## src/rtl/vtx_rasterizer_pkg.sv

```systemverilog
// raster_pkg: shared definitions for the vtx_rasterizer wireframe line engine.
// - Default screen geometry and fixed-point format.
// - FSM state encoding.
// - Internal coordinate and error-term widths.
// There are no ports; the package is imported by every rasterizer file.
package raster_pkg;

  localparam int DEF_H_RES     = 640;
  localparam int DEF_V_RES     = 480;
  localparam int DEF_FRAC_BITS = 8;

  // A mapped coordinate may land well off screen, so it is kept as 17-bit
  // signed. The Bresenham error term needs two extra bits beyond that.
  localparam int SCR_W   = 17;
  localparam int ERR_W   = SCR_W + 2;
  localparam int PIX_X_W = 10;
  localparam int PIX_Y_W = 9;
  localparam int VTX_W   = 16;

  typedef logic signed [SCR_W-1:0] scr_t;
  typedef logic signed [ERR_W-1:0] err_t;

  typedef enum logic [1:0] {
    ST_IDLE  = 2'd0,
    ST_WAIT  = 2'd1,
    ST_SETUP = 2'd2,
    ST_DRAW  = 2'd3
  } state_e;

endpackage

```

## src/rtl/vtx_rasterizer_if.sv

```systemverilog
// vtx_rasterizer_if: bundles the vertex input stream and the pixel output
// stream of the rasterizer.
//   slave  modport : rasterizer side (consumes vertices, produces pixels)
//   master modport : environment side (produces vertices, consumes pixels)
// Signals:
//   iVtxValid/oVtxReady          vertex handshake
//   iVtxX/iVtxY                  signed fixed-point projected coordinates
//   iNewObj/iException           polyline start / invalid-vertex flags
//   oPixValid/iPixReady          pixel handshake
//   oPixX/oPixY                  screen column / row
//   oBusy                        a line is being set up or drawn
interface vtx_rasterizer_if;
  import raster_pkg::*;

  logic               iVtxValid;
  logic               oVtxReady;
  logic [VTX_W-1:0]   iVtxX;
  logic [VTX_W-1:0]   iVtxY;
  logic               iNewObj;
  logic               iException;
  logic               oPixValid;
  logic               iPixReady;
  logic [PIX_X_W-1:0] oPixX;
  logic [PIX_Y_W-1:0] oPixY;
  logic               oBusy;

  modport slave (
    input  iVtxValid, iVtxX, iVtxY, iNewObj, iException, iPixReady,
    output oVtxReady, oPixValid, oPixX, oPixY, oBusy
  );

  modport master (
    output iVtxValid, iVtxX, iVtxY, iNewObj, iException, iPixReady,
    input  oVtxReady, oPixValid, oPixX, oPixY, oBusy
  );

endinterface

```

## src/rtl/vtx_rasterizer_stepper.sv

```systemverilog
// line_stepper: Bresenham core for one segment.
// Ports:
//   clk            clock
//   load           latch the segment (x0,y0)->(x1,y1) and compute its setup terms
//   step           advance the current point one Bresenham step
//   x0,y0,x1,y1    segment endpoints in screen coordinates
//   cx_nxt,cy_nxt  the current point as it will be after this edge
//   at_end         the current point equals the endpoint
// The block holds only datapath registers, so it has no reset: the parent
// never acts on them until after a load.
module line_stepper
  import raster_pkg::*;
(
  input  logic clk,
  input  logic load,
  input  logic step,
  input  scr_t x0,
  input  scr_t y0,
  input  scr_t x1,
  input  scr_t y1,
  output scr_t cx_nxt,
  output scr_t cy_nxt,
  output logic at_end
);

  scr_t cx_q, cx_d, cy_q, cy_d, x1_q, x1_d, y1_q, y1_d;
  err_t dx_q, dx_d, dy_q, dy_d, err_q, err_d;
  logic sx_neg_q, sx_neg_d, sy_neg_q, sy_neg_d;

  err_t                   ddx, ddy, adx, ady;
  logic signed [ERR_W:0]  e2, dx_ext, dy_ext;
  logic                   take_x, take_y;

  always_comb begin
    dx_d     = dx_q;
    dy_d     = dy_q;
    err_d    = err_q;
    cx_d     = cx_q;
    cy_d     = cy_q;
    x1_d     = x1_q;
    y1_d     = y1_q;
    sx_neg_d = sx_neg_q;
    sy_neg_d = sy_neg_q;

    ddx = {{2{x1[SCR_W-1]}}, x1} - {{2{x0[SCR_W-1]}}, x0};
    ddy = {{2{y1[SCR_W-1]}}, y1} - {{2{y0[SCR_W-1]}}, y0};
    adx = ddx[ERR_W-1] ? -ddx : ddx;
    ady = ddy[ERR_W-1] ? -ddy : ddy;

    // Both step decisions compare against 2*err taken from the same old err.
    e2     = {err_q, 1'b0};
    dx_ext = {dx_q[ERR_W-1], dx_q};
    dy_ext = {dy_q[ERR_W-1], dy_q};
    take_x = (e2 >= dy_ext);
    take_y = (e2 <= dx_ext);

    if (load) begin
      dx_d     = adx;
      dy_d     = -ady;
      err_d    = adx - ady;
      sx_neg_d = ddx[ERR_W-1];
      sy_neg_d = ddy[ERR_W-1];
      cx_d     = x0;
      cy_d     = y0;
      x1_d     = x1;
      y1_d     = y1;
    end else if (step) begin
      err_d = err_q + (take_x ? dy_q : '0) + (take_y ? dx_q : '0);
      if (take_x) cx_d = sx_neg_q ? cx_q - 17'sd1 : cx_q + 17'sd1;
      if (take_y) cy_d = sy_neg_q ? cy_q - 17'sd1 : cy_q + 17'sd1;
    end
  end

  always_ff @(posedge clk) begin
    dx_q     <= dx_d;
    dy_q     <= dy_d;
    err_q    <= err_d;
    cx_q     <= cx_d;
    cy_q     <= cy_d;
    x1_q     <= x1_d;
    y1_q     <= y1_d;
    sx_neg_q <= sx_neg_d;
    sy_neg_q <= sy_neg_d;
  end

  assign cx_nxt = cx_d;
  assign cy_nxt = cy_d;
  assign at_end = (cx_q == x1_q) && (cy_q == y1_q);

endmodule

```

## src/rtl/vtx_rasterizer.sv

```systemverilog
// vtx_rasterizer: wireframe line rasterizer. Maps projected fixed-point
// vertices to screen coordinates and emits a Bresenham line of pixel-write
// requests from the previous vertex of an object to the current one.
// Ports:
//   iClock   clock
//   iReset   synchronous active-high reset
//   bus      vtx_rasterizer_if.slave (vertex in, pixel out, busy)
// The parent owns the vertex handshake, coordinate mapping, clipping and the
// registered pixel outputs. The line_stepper instance walks the segment.
module vtx_rasterizer
  import raster_pkg::*;
#(
  parameter int FRAC_BITS = DEF_FRAC_BITS,
  parameter int H_RES     = DEF_H_RES,
  parameter int V_RES     = DEF_V_RES
) (
  input  logic              iClock,
  input  logic              iReset,
  vtx_rasterizer_if.slave   bus
);

  function automatic scr_t map_x(input logic [VTX_W-1:0] v);
    scr_t ext;
    ext = {v[VTX_W-1], v};
    return (ext >>> FRAC_BITS) + scr_t'(H_RES / 2);
  endfunction

  function automatic scr_t map_y(input logic [VTX_W-1:0] v);
    scr_t ext;
    ext = {v[VTX_W-1], v};
    return scr_t'(V_RES / 2) - (ext >>> FRAC_BITS);
  endfunction

  function automatic logic on_screen(input scr_t x, input scr_t y);
    return !x[SCR_W-1] && (x < scr_t'(H_RES)) &&
           !y[SCR_W-1] && (y < scr_t'(V_RES));
  endfunction

  state_e             state_q, state_d;
  logic               ready_q, ready_d;
  logic               busy_q, busy_d;
  logic               pix_valid_q, pix_valid_d;
  logic [PIX_X_W-1:0] pix_x_q, pix_x_d;
  logic [PIX_Y_W-1:0] pix_y_q, pix_y_d;
  scr_t               prev_x_q, prev_x_d, prev_y_q, prev_y_d;
  scr_t               end_x_q, end_x_d, end_y_q, end_y_d;

  scr_t vx, vy, cx_nxt, cy_nxt;
  logic accept, advance, load, step, at_end;

  line_stepper u_stepper (
    .clk    (iClock),
    .load   (load),
    .step   (step),
    .x0     (prev_x_q),
    .y0     (prev_y_q),
    .x1     (end_x_q),
    .y1     (end_y_q),
    .cx_nxt (cx_nxt),
    .cy_nxt (cy_nxt),
    .at_end (at_end)
  );

  always_comb begin
    vx       = map_x(bus.iVtxX);
    vy       = map_y(bus.iVtxY);
    accept   = bus.iVtxValid && ready_q;
    // A candidate is finished either by its handshake or, when off screen,
    // immediately because no request was raised for it.
    advance  = (state_q == ST_DRAW) && (!pix_valid_q || bus.iPixReady);
    load     = (state_q == ST_SETUP);
    step     = advance && !at_end;

    state_d  = state_q;
    prev_x_d = prev_x_q;
    prev_y_d = prev_y_q;
    end_x_d  = end_x_q;
    end_y_d  = end_y_q;

    case (state_q)
      ST_IDLE: begin
        if (accept && !bus.iException) begin
          prev_x_d = vx;
          prev_y_d = vy;
          state_d  = ST_WAIT;
        end
      end
      ST_WAIT: begin
        if (accept) begin
          if (bus.iException) begin
            state_d = ST_IDLE;
          end else if (bus.iNewObj) begin
            prev_x_d = vx;
            prev_y_d = vy;
          end else begin
            end_x_d = vx;
            end_y_d = vy;
            state_d = ST_SETUP;
          end
        end
      end
      ST_SETUP: state_d = ST_DRAW;
      ST_DRAW: begin
        if (advance && at_end) begin
          prev_x_d = end_x_q;
          prev_y_d = end_y_q;
          state_d  = ST_WAIT;
        end
      end
      default: state_d = ST_IDLE;
    endcase

    // Outputs are registered from the next state and the stepper's next
    // point, so they line up with the state they describe.
    ready_d     = (state_d == ST_IDLE) || (state_d == ST_WAIT);
    busy_d      = !ready_d;
    pix_valid_d = (state_d == ST_DRAW) && on_screen(cx_nxt, cy_nxt);
    pix_x_d     = pix_valid_d ? cx_nxt[PIX_X_W-1:0] : '0;
    pix_y_d     = pix_valid_d ? cy_nxt[PIX_Y_W-1:0] : '0;
  end

  always_ff @(posedge iClock) begin
    if (iReset) begin
      state_q     <= ST_IDLE;
      ready_q     <= 1'b0;
      busy_q      <= 1'b0;
      pix_valid_q <= 1'b0;
      pix_x_q     <= '0;
      pix_y_q     <= '0;
    end else begin
      state_q     <= state_d;
      ready_q     <= ready_d;
      busy_q      <= busy_d;
      pix_valid_q <= pix_valid_d;
      pix_x_q     <= pix_x_d;
      pix_y_q     <= pix_y_d;
    end
  end

  // Vertex storage is only meaningful once the FSM has moved past IDLE.
  always_ff @(posedge iClock) begin
    prev_x_q <= prev_x_d;
    prev_y_q <= prev_y_d;
    end_x_q  <= end_x_d;
    end_y_q  <= end_y_d;
  end

  assign bus.oVtxReady = ready_q;
  assign bus.oBusy     = busy_q;
  assign bus.oPixValid = pix_valid_q;
  assign bus.oPixX     = pix_x_q;
  assign bus.oPixY     = pix_y_q;

endmodule

```

## src/flat_wrapper.sv

```systemverilog
// flat-port wrapper written by rule: the top's interface ports become plain ports
module vtx_rasterizer_flat import raster_pkg::*;
#(
  parameter int FRAC_BITS = DEF_FRAC_BITS,
  parameter int H_RES     = DEF_H_RES,
  parameter int V_RES     = DEF_V_RES
)
  (iClock, iReset, bus_iVtxValid, bus_iVtxX, bus_iVtxY, bus_iNewObj, bus_iException, bus_iPixReady, bus_oVtxReady, bus_oPixValid, bus_oPixX, bus_oPixY, bus_oBusy);
  vtx_rasterizer_if bus_i ();
  input  logic iClock;
  input  logic iReset;
  input wire logic [$bits(bus_i.iVtxValid)-1:0] bus_iVtxValid;
  input wire logic [$bits(bus_i.iVtxX)-1:0] bus_iVtxX;
  input wire logic [$bits(bus_i.iVtxY)-1:0] bus_iVtxY;
  input wire logic [$bits(bus_i.iNewObj)-1:0] bus_iNewObj;
  input wire logic [$bits(bus_i.iException)-1:0] bus_iException;
  input wire logic [$bits(bus_i.iPixReady)-1:0] bus_iPixReady;
  output wire logic [$bits(bus_i.oVtxReady)-1:0] bus_oVtxReady;
  output wire logic [$bits(bus_i.oPixValid)-1:0] bus_oPixValid;
  output wire logic [$bits(bus_i.oPixX)-1:0] bus_oPixX;
  output wire logic [$bits(bus_i.oPixY)-1:0] bus_oPixY;
  output wire logic [$bits(bus_i.oBusy)-1:0] bus_oBusy;
  assign bus_i.iVtxValid = bus_iVtxValid;
  assign bus_i.iVtxX = bus_iVtxX;
  assign bus_i.iVtxY = bus_iVtxY;
  assign bus_i.iNewObj = bus_iNewObj;
  assign bus_i.iException = bus_iException;
  assign bus_i.iPixReady = bus_iPixReady;
  assign bus_oVtxReady = bus_i.oVtxReady;
  assign bus_oPixValid = bus_i.oPixValid;
  assign bus_oPixX = bus_i.oPixX;
  assign bus_oPixY = bus_i.oPixY;
  assign bus_oBusy = bus_i.oBusy;
  vtx_rasterizer #(.FRAC_BITS(FRAC_BITS), .H_RES(H_RES), .V_RES(V_RES)) u_core (.iClock(iClock), .iReset(iReset), .bus(bus_i));
endmodule
```

## config.mk

```make
export PLATFORM = sky130hd
export DESIGN_NAME = vtx_rasterizer_flat
export DESIGN_NICKNAME = d
export VERILOG_FILES = /design/src/rtl/vtx_rasterizer_pkg.sv /design/src/rtl/vtx_rasterizer_if.sv /design/src/rtl/vtx_rasterizer_stepper.sv /design/src/rtl/vtx_rasterizer.sv /design/src/flat_wrapper.sv
export SDC_FILE = /design/constraint.sdc
export NUM_CORES = 1
export LEC_CHECK = 0
export BUFFER_PORTS_ARGS = -buffer_cell sky130_fd_sc_hd__buf_2
export CORE_UTILIZATION = 40
export DETAILED_ROUTE_END_ITERATION = 6
export PLACE_DENSITY = 0.55
export SLEW_MARGIN = 20
export SYNTH_ARGS = -nofsm -noshare
export SYNTH_HDL_FRONTEND = slang
export SYNTH_SLANG_ARGS = --single-unit
```

## constraint.sdc

```tcl
create_clock -name iClock -period 5.1 [get_ports iClock]
set_clock_uncertainty 0.05 [all_clocks]
set_input_delay 0.255 -clock iClock [delete_from_list [all_inputs] [get_ports iClock]]
set_output_delay 0.255 -clock iClock [all_outputs]
set_load 0.005 [all_outputs]
```

==> results.py <==
metrics = {
    "status": {
        "status": "finished clean",
    },
    "setup_path": {
        "worstReg2RegEnd": "u_core.u_stepper.err_q[17]",
        "r2r_start": "u_core.end_y_q[0]",
        "startpoint_type": "flop",
        "ff2ff_path_depth": 23,
        "path_max_fanout": 3,
        "reg2reg_setup_slack_ns": 0.1,
        "crit_arrival_ns": 5.24,
        "crit_required_ns": 5.34,
        "end_kind": "flop",
        "crit_type": "flop to flop",
    },
    "global_routing": {
        "use_met1_pct": 30.2,
        "grtUsageTotal_pct": 21.2,
        "met2_usage_pct": 34.1,
        "grt_pass1_wl_mm": 51.5,
        "grt_start_max_net_pins": 70,
        "antenna_found_initial": 0,
        "grt_pass1_vias": 9789,
        "grt.met3_usage_pct": 2.91,
        "grt.busiest_layer": "met2",
        "gr-total-overflow": 0,
    },
    "finish": {
        "fin_area_um2": 15300,
        "drive_above_1_share_pct": 20.8,
        "area_delta_synth_final_pct": 23.9,
        "diodes": 0,
        "fillers": 2781,
        "post-route-util_pct": 50.9,
        "layout_common_cells": "buf_4 (141), nand2_1 (125), nor2_1 (116)",
        "layout_commonest_cell": "buf_4",
        "nets": 1708,
    },
    "floorplanning": {
        "initial_core_util_pct": 41.1,
        "fp.dieW_um": 178,
        "die_h_um": 178,
        "num_rows": 63,
        "core-area_um2": 30000,
        "io_pins": 60,
        "dieArea_um2": 31600,
    },
    "job": {
        "max_cap_viol_count": 0,
    },
    "yosys": {
        "async_reset_ff_share_pct": 0,
        "ys_types": 71,
        "yosys_register_bits": 171,
        "syn-cell-area_um2": 12300,
        "synth-seq-area-share_pct": 36.9,
        "avgSynthCellArea_um2": 9.38,
        "yosysWarnings": 0,
        "synth_cells": 1316,
        "synth_flop_cell": "edfxtp_1",
        "synth-edff-count": 113,
    },
    "placement": {
        "port_buffers": 43,
        "place_area_um2": 14000,
        "place_congestion": 0.888,
        "dp_worst_setup_slack_ns": -0.181,
        "dp_hpwl_mm": 25.4,
    },
    "timing": {
        "post-route-period-util_pct": 98.1,
        "worst-slew-pin-transition_ns": 0.909,
        "period_minus_slack_ns": 5.00,
        "setup_viol": 0,
        "finalHoldViolCount": 0,
        "fin_hold_ws_ns": 0.0983,
        "rsz0062_at_grt": "yes",
        "worst_slew_margin_rel_pct": 39.4,
        "fmax_ghz": 0.200,
        "drv_slew": 0,
        "fin_ws_ns": 0.0956,
    },
    "routing": {
        "drtPass1Iterations": 4,
        "ant_nets": 0,
        "drt-initial-drc-count": 496,
        "post_drt_wl_per_cell_um": 17.0,
        "route.detailed.drc": 0,
        "totalWireLength_mm": 32.7,
        "via_count": 10100,
        "avgViaCountPerCell": 5.27,
    },
    "clocking": {
        "cts_buffers": 17,
        "clk_pin_slew_ns": 0.08,
        "cts-root-buf": "clkbuf_16",
        "cts_tree": "built",
        "htree_num_levels": 4,
        "clk_latency_ns": 0.45,
        "cts_sinks": 171,
        "clockBufferDepth": 2,
    },
    "power_and_ir_drop": {
        "p_switching_mw": 1.23,
        "power_density_nw_per_um2": 250,
        "cellInternalPower_mw": 2.59,
        "p_total_mw": 3.82,
        "clock_power_share_pct": 36.4,
        "p_leak_nw": 6.65,
        "p_comb_share_pct": 22.3,
        "switching_share_pct": 32.2,
        "ir_worst_vdd_mv": 0.221,
        "power_frac_seq_pct": 41.3,
    },
    "hold_path": {
        "worstHoldPathCells": 3,
        "holdCritStartpoint": "bus_iException",
        "hp-class": "input pin to flop",
        "hold_path_end": "u_core.state_q[0]",
    },
}
[power groups by stage]
stage | Clock [mW] | Combinational (mW) | Sequential (mW)
after global placement | 0 | 0.792 | 1.61
after floorplan | 0 | 0.575 | 1.59
after detailed placement | 0 | 0.805 | 1.61
after global routing | 1.47 | 0.940 | 1.59
final | 1.39 | 0.851 | 1.58
after CTS | 1.42 | 0.822 | 1.58
[cells in the mapped netlist (3+ instances only)]
cell type / n / area (µm²)
nor4_1: 14 / 87.6
nand3_1: 26 / 130
ha_1: 126 / 1580
or3_1: 13 / 81.3
dfxtp_1: 58 / 1160
buf_2: 4 / 20.0
o31ai_1: 5 / 37.5
a211oi_1: 9 / 67.6
clkbuf_1: 17 / 63.8
nand2_1: 127 / 477
nor2b_1: 18 / 113
o21bai_1: 6 / 45.0
nor2_1: 128 / 480
o2111ai_1: 4 / 35.0
o41a_1: 3 / 33.8
inv_1: 103 / 387
o21a_1: 17 / 128
a31oi_1: 7 / 43.8
mux2i_1: 21 / 210
a21oi_1: 93 / 465
o22ai_1: 6 / 37.5
a211o_1: 3 / 26.3
mux2_2: 6 / 67.6
fa_1: 26 / 521
and2_1: 10 / 62.6
o211ai_1: 8 / 60.1
buf_1: 3 / 11.3
nor3b_1: 7 / 52.6
edfxtp_1: 113 / 3390
nand2b_1: 17 / 106
nor3_1: 31 / 155
xor2_1: 40 / 350
o31a_1: 4 / 35.0
nand4_1: 16 / 100
xnor2_1: 75 / 657
nand3b_1: 6 / 45.0
o21ai_0: 58 / 290
a21o_1: 20 / 150
and3_1: 7 / 43.8
o21ai_1: 4 / 20.0
nor4b_1: 8 / 70.1
o221ai_1: 4 / 35.0
[flip-flops by register name, indices dropped and copies added (netlist names), 10 cells and up]
signal                  flops
u_core.u_stepper.dy_q      19
u_core.u_stepper.cy_q      17
u_core.bus.oPixX           10
u_core.u_stepper.err_q     19
u_core.u_stepper.dx_q      19
u_core.u_stepper.cx_q      17
[final cells by class]
class	instances	area, µm²	area share [%]
inverters	105	397	2.59
multi-input cells	1024	7800	51.0
clock buffers	17	425	2.78
clock inverters	15	204	1.33
flip-flops and latches	171	4550	29.8
repair buffers	199	1430	9.36
well taps	390	488	3.19
[logic make-up after synthesis]
logic type	Yosys count	synth area share, %
AND/OR/NAND/NOR	443	17.4
AO/OA/AOI/OAI	274	14.1
flip-flops	171	36.9
adder cells (fa/ha/maj)	152	17.0
buffers and inverters	132	4.17
XOR/XNOR	115	8.16
multiplexers	27	2.25
other	2	0.0608
[how the worst max path moves through the flow]
stage / endpoint / slack [ns] / from
final: u_core.u_stepper.err_q[17] / 0.1 / u_core.end_y_q[0]
after global routing: u_core.u_stepper.err_q[17] / -0.06 / u_core.end_y_q[0]
after CTS: u_core.u_stepper.err_q[17] / 0.009 / u_core.u_stepper.err_q[17]
after detailed placement: u_core.u_stepper.err_q[17] / -0.18 / u_core.u_stepper.err_q[15]
after global placement: u_core.u_stepper.err_q[17] / -0.11 / u_core.u_stepper.err_q[17]
after floorplan: u_core.u_stepper.err_q[18] / 0.04 / u_core.end_y_q[0]
[layer usage]
metal  share of wire (%)  wire length, µm
met1                  49            16100
met2                  47            15300
met3                 3.2             1060
met4                0.96              316
met5                   0                0
[worst max-delay path, stage by stage (launching register included)]
cell and delay, ns:
edfxtp_1 0.42, inv_1 0.09, ha_1 0.16, inv_1 0.05
fa_2 0.34, a21o_1 0.17, a21oi_2 0.16, nor2b_1 0.08
o31a_1 0.27, o21a_1 0.19, nor2_2 0.16, fa_1 0.26
buf_4 0.15, nand4_1 0.30, ha_4 0.30, a21o_1 0.16
or3_1 0.35, a211oi_4 0.27, nor3_2 0.09, a2111oi_2 0.29
buf_4 0.18, a21oi_1 0.08, xnor2_1 0.13, o21ai_0 0.14
[metrics by stage]
| step | instances | setup TNS [ns] |
|---|---|---|
| after floorplan | 1327 | 0 |
| after global placement | 1864 | -0.313 |
| after detailed placement | 1866 | -0.528 |
| after CTS | 1906 | 0 |
| after global routing | 1921 | -0.177 |
| final | 1921 | 0 |
[timing repair]
action,in CTS,in global routing
buffers inserted,0,16
hold buffers,8,0
pin swaps,2,38
endpoints found under the setup margin,4,6
hold endpoints to repair,11,0
gates cloned,0,0
gates resized for setup,14,83
No activity file was read; power rests on OpenSTA's default activity.
